===== src/rtl/clk_seq_pkg.sv =====
// rtl/clk_seq_pkg.sv - shared state encoding and sizing helpers for the DCM reset sequencer
package clk_seq_pkg;

    typedef enum logic [2:0] {
        S_IDLE      = 3'd0,
        S_HOLD      = 3'd1,
        S_WAIT_LOCK = 3'd2,
        S_SETTLE    = 3'd3,
        S_READY     = 3'd4,
        S_FAULT     = 3'd5
    } seq_state_t;

    // Number of bits needed to hold values 0 .. value-1 (at least 1)
    function automatic int clog2(input int value);
        int r;
        r = 0;
        while ((1 << r) < value) begin
            r = r + 1;
        end
        return (r < 1) ? 1 : r;
    endfunction

    function automatic int max3(input int a, input int b, input int c);
        int m;
        m = (a > b) ? a : b;
        return (m > c) ? m : c;
    endfunction

endpackage


===== src/rtl/cdc_sync_bit.sv =====
// rtl/cdc_sync_bit.sv - two-flop single-bit synchronizer into BUS_CLK
module cdc_sync_bit (
    input  logic BUS_CLK,
    input  logic BUS_RST,
    input  logic async_in,
    output logic sync_out
);

    logic meta;

    // Two back-to-back flops; the first may go metastable, the second is used by logic
    always_ff @(posedge BUS_CLK) begin
        if (BUS_RST) begin
            meta     <= 1'b0;
            sync_out <= 1'b0;
        end else begin
            meta     <= async_in;
            sync_out <= meta;
        end
    end

endmodule


===== src/rtl/dcm_reset_sequencer.sv =====
// rtl/dcm_reset_sequencer.sv - two-stage DCM reset/lock supervisor with retry, settle and loss counting
module dcm_reset_sequencer
    import clk_seq_pkg::*;
#(
    parameter int RST_HOLD_CYCLES = 8,
    parameter int LOCK_TIMEOUT    = 65535,
    parameter int SETTLE_CYCLES   = 256,
    parameter int MAX_RETRY       = 3,
    parameter int CNT_WIDTH       = 8
) (
    input  logic                 BUS_CLK,
    input  logic                 BUS_RST,
    input  logic                 LOCKED_U1,
    input  logic                 LOCKED_U2,
    input  logic                 SOFT_RESTART,
    output logic                 DCM2_RST,
    output logic                 ADC_RST,
    output logic                 CLK_READY,
    output logic                 FAULT,
    output logic [3:0]           RETRY_CNT,
    output logic [CNT_WIDTH-1:0] LOSS_CNT
);

    localparam int TW = clog2(max3(LOCK_TIMEOUT, SETTLE_CYCLES, RST_HOLD_CYCLES));

    localparam logic [TW-1:0] HOLD_LAST    = TW'(RST_HOLD_CYCLES - 1);
    localparam logic [TW-1:0] TIMEOUT_LAST = TW'(LOCK_TIMEOUT - 1);
    localparam logic [TW-1:0] SETTLE_LAST  = TW'(SETTLE_CYCLES - 1);
    localparam logic [3:0]    RETRY_LIMIT  = 4'(MAX_RETRY);

    logic          l1_s;
    logic          l2_s;
    seq_state_t    state;
    seq_state_t    state_nxt;
    logic [TW-1:0] timer;
    logic [TW-1:0] timer_nxt;
    logic [3:0]    retry_nxt;
    logic          loss_inc;

    cdc_sync_bit u_sync_l1 (
        .BUS_CLK  (BUS_CLK),
        .BUS_RST  (BUS_RST),
        .async_in (LOCKED_U1),
        .sync_out (l1_s)
    );

    cdc_sync_bit u_sync_l2 (
        .BUS_CLK  (BUS_CLK),
        .BUS_RST  (BUS_RST),
        .async_in (LOCKED_U2),
        .sync_out (l2_s)
    );

    // Next-state, retry and loss decisions; global overrides first, then per-state rules
    always_comb begin
        state_nxt = state;
        retry_nxt = RETRY_CNT;
        loss_inc  = 1'b0;
        if (SOFT_RESTART) begin
            state_nxt = S_IDLE;
            retry_nxt = 4'd0;
        end else if (!l1_s && (state != S_IDLE) && (state != S_FAULT)) begin
            state_nxt = S_IDLE;
            loss_inc  = (state == S_READY);
        end else begin
            case (state)
                S_IDLE: begin
                    if (l1_s) state_nxt = S_HOLD;
                end
                S_HOLD: begin
                    if (timer == HOLD_LAST) state_nxt = S_WAIT_LOCK;
                end
                S_WAIT_LOCK: begin
                    if (l2_s) begin
                        state_nxt = S_SETTLE;
                    end else if (timer == TIMEOUT_LAST) begin
                        retry_nxt = RETRY_CNT + 4'd1;
                        state_nxt = (retry_nxt == RETRY_LIMIT) ? S_FAULT : S_HOLD;
                    end
                end
                S_SETTLE: begin
                    if (!l2_s) begin
                        state_nxt = S_HOLD;
                    end else if (timer == SETTLE_LAST) begin
                        state_nxt = S_READY;
                        retry_nxt = 4'd0;
                    end
                end
                S_READY: begin
                    if (!l2_s) begin
                        state_nxt = S_HOLD;
                        loss_inc  = 1'b1;
                    end
                end
                S_FAULT: begin
                    state_nxt = S_FAULT;
                end
                default: begin
                    state_nxt = S_IDLE;
                end
            endcase
        end
    end

    // Shared timer: restarts on every state change or soft restart, otherwise counts and holds at its top
    always_comb begin
        timer_nxt = timer;
        if ((state_nxt != state) || SOFT_RESTART) begin
            timer_nxt = '0;
        end else if (!(&timer)) begin
            timer_nxt = timer + 1'b1;
        end
    end

    // State, counters and outputs decoded from the next state so they all move on the same edge
    always_ff @(posedge BUS_CLK) begin
        if (BUS_RST) begin
            state     <= S_IDLE;
            timer     <= '0;
            RETRY_CNT <= 4'd0;
            LOSS_CNT  <= '0;
            DCM2_RST  <= 1'b1;
            ADC_RST   <= 1'b1;
            CLK_READY <= 1'b0;
            FAULT     <= 1'b0;
        end else begin
            state     <= state_nxt;
            timer     <= timer_nxt;
            RETRY_CNT <= retry_nxt;
            if (loss_inc && !(&LOSS_CNT)) begin
                LOSS_CNT <= LOSS_CNT + 1'b1;
            end
            DCM2_RST  <= (state_nxt == S_IDLE) || (state_nxt == S_HOLD) || (state_nxt == S_FAULT);
            ADC_RST   <= (state_nxt != S_READY);
            CLK_READY <= (state_nxt == S_READY);
            FAULT     <= (state_nxt == S_FAULT);
        end
    end

endmodule


===== config.mk =====
export PLATFORM = sky130hd
export DESIGN_NAME = dcm_reset_sequencer
export DESIGN_NICKNAME = d
export VERILOG_FILES = /design/src/rtl/clk_seq_pkg.sv /design/src/rtl/cdc_sync_bit.sv /design/src/rtl/dcm_reset_sequencer.sv
export SDC_FILE = /design/constraint.sdc
export NUM_CORES = 1
export LEC_CHECK = 0
export BUFFER_PORTS_ARGS = -buffer_cell sky130_fd_sc_hd__buf_2
export CORE_ASPECT_RATIO = 2
export CORE_MARGIN = 2
export CORE_UTILIZATION = 52
export CTS_CLUSTER_SIZE = 40
export DETAILED_ROUTE_END_ITERATION = 12
export GPL_ROUTABILITY_DRIVEN = 0
export GPL_TIMING_DRIVEN = 1
export PLACE_DENSITY = 0.76
export SYNTH_ARGS = -nofsm -noshare
export SYNTH_HDL_FRONTEND = slang
export SYNTH_SLANG_ARGS = --single-unit

===== constraint.sdc =====
create_clock -name BUS_CLK -period 2.2 [get_ports BUS_CLK]
set_input_delay 0.44 -clock BUS_CLK [delete_from_list [all_inputs] [get_ports BUS_CLK]]
set_output_delay 0.44 -clock BUS_CLK [all_outputs]
set_load 0.02 [all_outputs]

==> results.ini <==
[grt]
wire_length_of_the_first_global_routing_pass_um = 6930
globalRoute.totalOverflow = 0
number_of_global_route_vias_before_repair = 1641
antenna_found_initial = 0
largest_net_degree_at_the_start_of_global_routing = 17
grt_use_total = 0.213

[cts]
clk_latency_ns = 0.30
clock-root-buffer = clkbuf_8
clkSlewWorstSetupHoldPaths_ns = 0.08
htree_num_levels = 2
cts-root-to-sink-buffers = 2
cts_hold_repair.buffers = 0
tritoncts_buffers = 5
cts_tree = yes
tritoncts_sinks = 39

[worst_setup_path]
end_kind = flop
regToRegSetupSlack_ns = 0.11
cpPeakStageDelay_ns = 0.40
timing.critical_path.required_ns = 2.38
r2r_start = timer[3]$_SDFFE_PP0N_
rr_worst_depth = 9
critical-path-top-cell-by-count = nand3_1
start_kind = flop
worst-path-max-fanout = 16
timing.critical_path.slowest_stage_cell = dfxtp_1
arrival_ns = 2.27
critical_path_class = flop to flop
crit_path_start = timer[3]$_SDFFE_PP0N_
r2r-end = timer[1]$_SDFFE_PP0N_
timing.critical_path.to = timer[1]$_SDFFE_PP0N_
timing.critical_path.cells = and4_1 -> buf_4 -> nand4_1 -> nand3_1 -> nand3_1 -> a221o_1 -> o21ai_4 -> buf_12 -> a211oi_1

[status]
status = completed

[yosys]
postSynth.asyncResetShare = 0
synth_seq_area_share = 0.391
synth_most_common_cell = nor2_1
synth.area.top_cells = dfxtp_1, nor2_1, xor2_1, nand3_1, ha_1
synthesized_cell_area_um2 = 1990
yosysTopAreaCellShare = 0.391
synth_cells = 237
dominantRegCellSynth = dfxtp_1
synth_common_cells = nor2_1, dfxtp_1, xor2_1
synthDistinctLibCells = 44
synth-edff-count = 0
synth.net_count = 247
average_size_of_a_mapped_cell_um2 = 8.42
ys_ff_latch = 39
ys_warn_count = 0
netlist.top_cell.by_area = dfxtp_1

[die]
num_io_pins = 21
row_count = 31
die_area_um2 = 4380
chipHeight_um = 91.6
die_width_um = 47.8
start_util = 0.547
core_area_um2 = 3650

[routing]
post_drt_via_cell_ratio = 5.50
post-route-drc-count = 0
num_vias = 1756
wl_um = 4190
dr.pass1.iters = 4
ant_nets = 0
drt_iter0_drc = 25
detail_route.wl_per_cell_um = 13.1

[pwr]
cellLeakagePower_uw = 0.000946
power.ir.vdd_worst_mv = 0.487
powerDensity_nw_per_um2 = 576

[final_layout]
fin_nets = 279
number_of_diodes = 0
final_cell_area_um2 = 2380
multiInputGateArea_um2 = 1160
ff_latch_area_um2 = 783
drive_gt1_frac = 0.207
synthToLayoutAreaGrowth_pct = 19.1
fill_count = 327

[sta]
finalWorstSetupSlack_ns = 0.111
worst_clock_skew_ns = 0.00816
report.final.slew_viol_count = 0
finalHoldViolations = 0
achievable-frequency_ghz = 0.479
final.setup.tns_ns = 0
grt_setup_unrepaired = false
timing.final.setup_violations = 0
worst_pin_slew_ns = 0.604
min_period_ns = 2.09
layout_worst_path_cycle_share = 0.950
headroom_to_the_max_slew_limit = 0.592

[placement]
detailed_place_hpwl_um = 3070
dp_worst_setup_slack_ns = 0.0517
port-buffer-count = 20
placed_area_um2 = 2230

[job]
drv.max_cap_violation_count = 0

[worst_hold_path]
timing.hold.worst.class = input port to flop
worstHoldPathCells = 2

-- kinds of logic (layout without fill, tap and decap cells) --
kind of cell               Yosys count  in the layout  share of synthesized area
AOI/OAI and AO/OA                   29             29                      0.105
xor gates and xnor gates            23             23                      0.101
adders and majority gates            5              5                     0.0314
buffers and inverters               18             51                     0.0414
DFF                                 39             39                      0.391
muxes                                2              2                     0.0100
and+or+nand+nor                    121            121                      0.320
-- where the power goes --
| part | internal (uW) | total (uW) | switching (uW) |
|---|---|---|---|
| sequential | 711 | 717 | 6.23 |
| clock | 337 | 594 | 257 |
| combinational | 26.4 | 57.5 | 31.1 |
-- worst min-delay path by stage --
| stage | from | end | slack (ns) |
|---|---|---|---|
| finish | LOCKED_U1 | u_sync_l1.meta$_SDFF_PP0_ | 0.35 |
| global route | LOCKED_U2 | u_sync_l2.meta$_SDFF_PP0_ | 0.36 |
| CTS | LOCKED_U1 | u_sync_l1.meta$_SDFF_PP0_ | 0.34 |
| detailed placement | u_sync_l2.meta$_SDFF_PP0_ | u_sync_l2.sync_out$_SDFF_PP0_ | 0.43 |
| global placement | u_sync_l1.meta$_SDFF_PP0_ | u_sync_l1.sync_out$_SDFF_PP0_ | 0.42 |
| floorplan | u_sync_l1.meta$_SDFF_PP0_ | u_sync_l1.sync_out$_SDFF_PP0_ | 0.41 |
-- cell type report --
type                    count  area share
clock inverters             3      0.0184
clock buffers               5      0.0290
inverters                   8      0.0126
multi-input cells         180       0.490
flip-flops and latches     39       0.330
repair buffers             35      0.0948
well taps                  49      0.0258
-- flip-flops by register name, indices dropped and copies added (netlist names) --
name                flops
ADC_RST                 1
LOSS_CNT                8
u_sync_l2.sync_out      1
timer                  16
u_sync_l1.meta          1
DCM2_RST                1
u_sync_l2.meta          1
RETRY_CNT               4
CLK_READY               1
state                   3
FAULT                   1
u_sync_l1.sync_out      1
-- layer usage --
layer  share of wire  track usage  vias to the layer above  wire (um)
met5               0            0                        -          0
met4           0.028        0.108                        0        119
met3           0.031       0.0457                       10        132
met2            0.55        0.358                       27       2290
met1            0.39        0.230                      831       1650
li1                -            -                      888          -
-- worst max-delay path: cells and delay by family (launching register included) --
kind	cells	cell delay, ns
buffers and inverters	2	0.31
DFF	1	0.40
AOI/OAI and AO/OA	3	0.58
and+or+nand+nor	4	0.67
-- metrics by stage --
stage | util | power (uW) | instances | hold WS [ns]
floorplan | - | 769 | 237 | 0.414
global placement | 0.611 | 790 | 311 | 0.417
detailed placement | 0.611 | 791 | 311 | 0.426
CTS | 0.642 | 1380 | 319 | 0.343
global route | 0.652 | 1420 | 319 | 0.363
finish | 0.652 | 1370 | 319 | 0.347
-- layout by cell type (no fill, tap or decap), types with 6 or more instances in the layout --
cell	instances
buf_2	20
nor2b_1	6
nand2_1	14
nand3_1	13
buf_4	14
xnor2_1	6
nor2_1	43
nand4_1	10
inv_1	8
dfxtp_1	37
xor2_1	17
-- timing repair --
action	4_1_cts	5_1_grt
setup buffers	0	0
setup endpoints to repair	0	17
resized for setup	0	8
(Power assumes the default switching activity.)
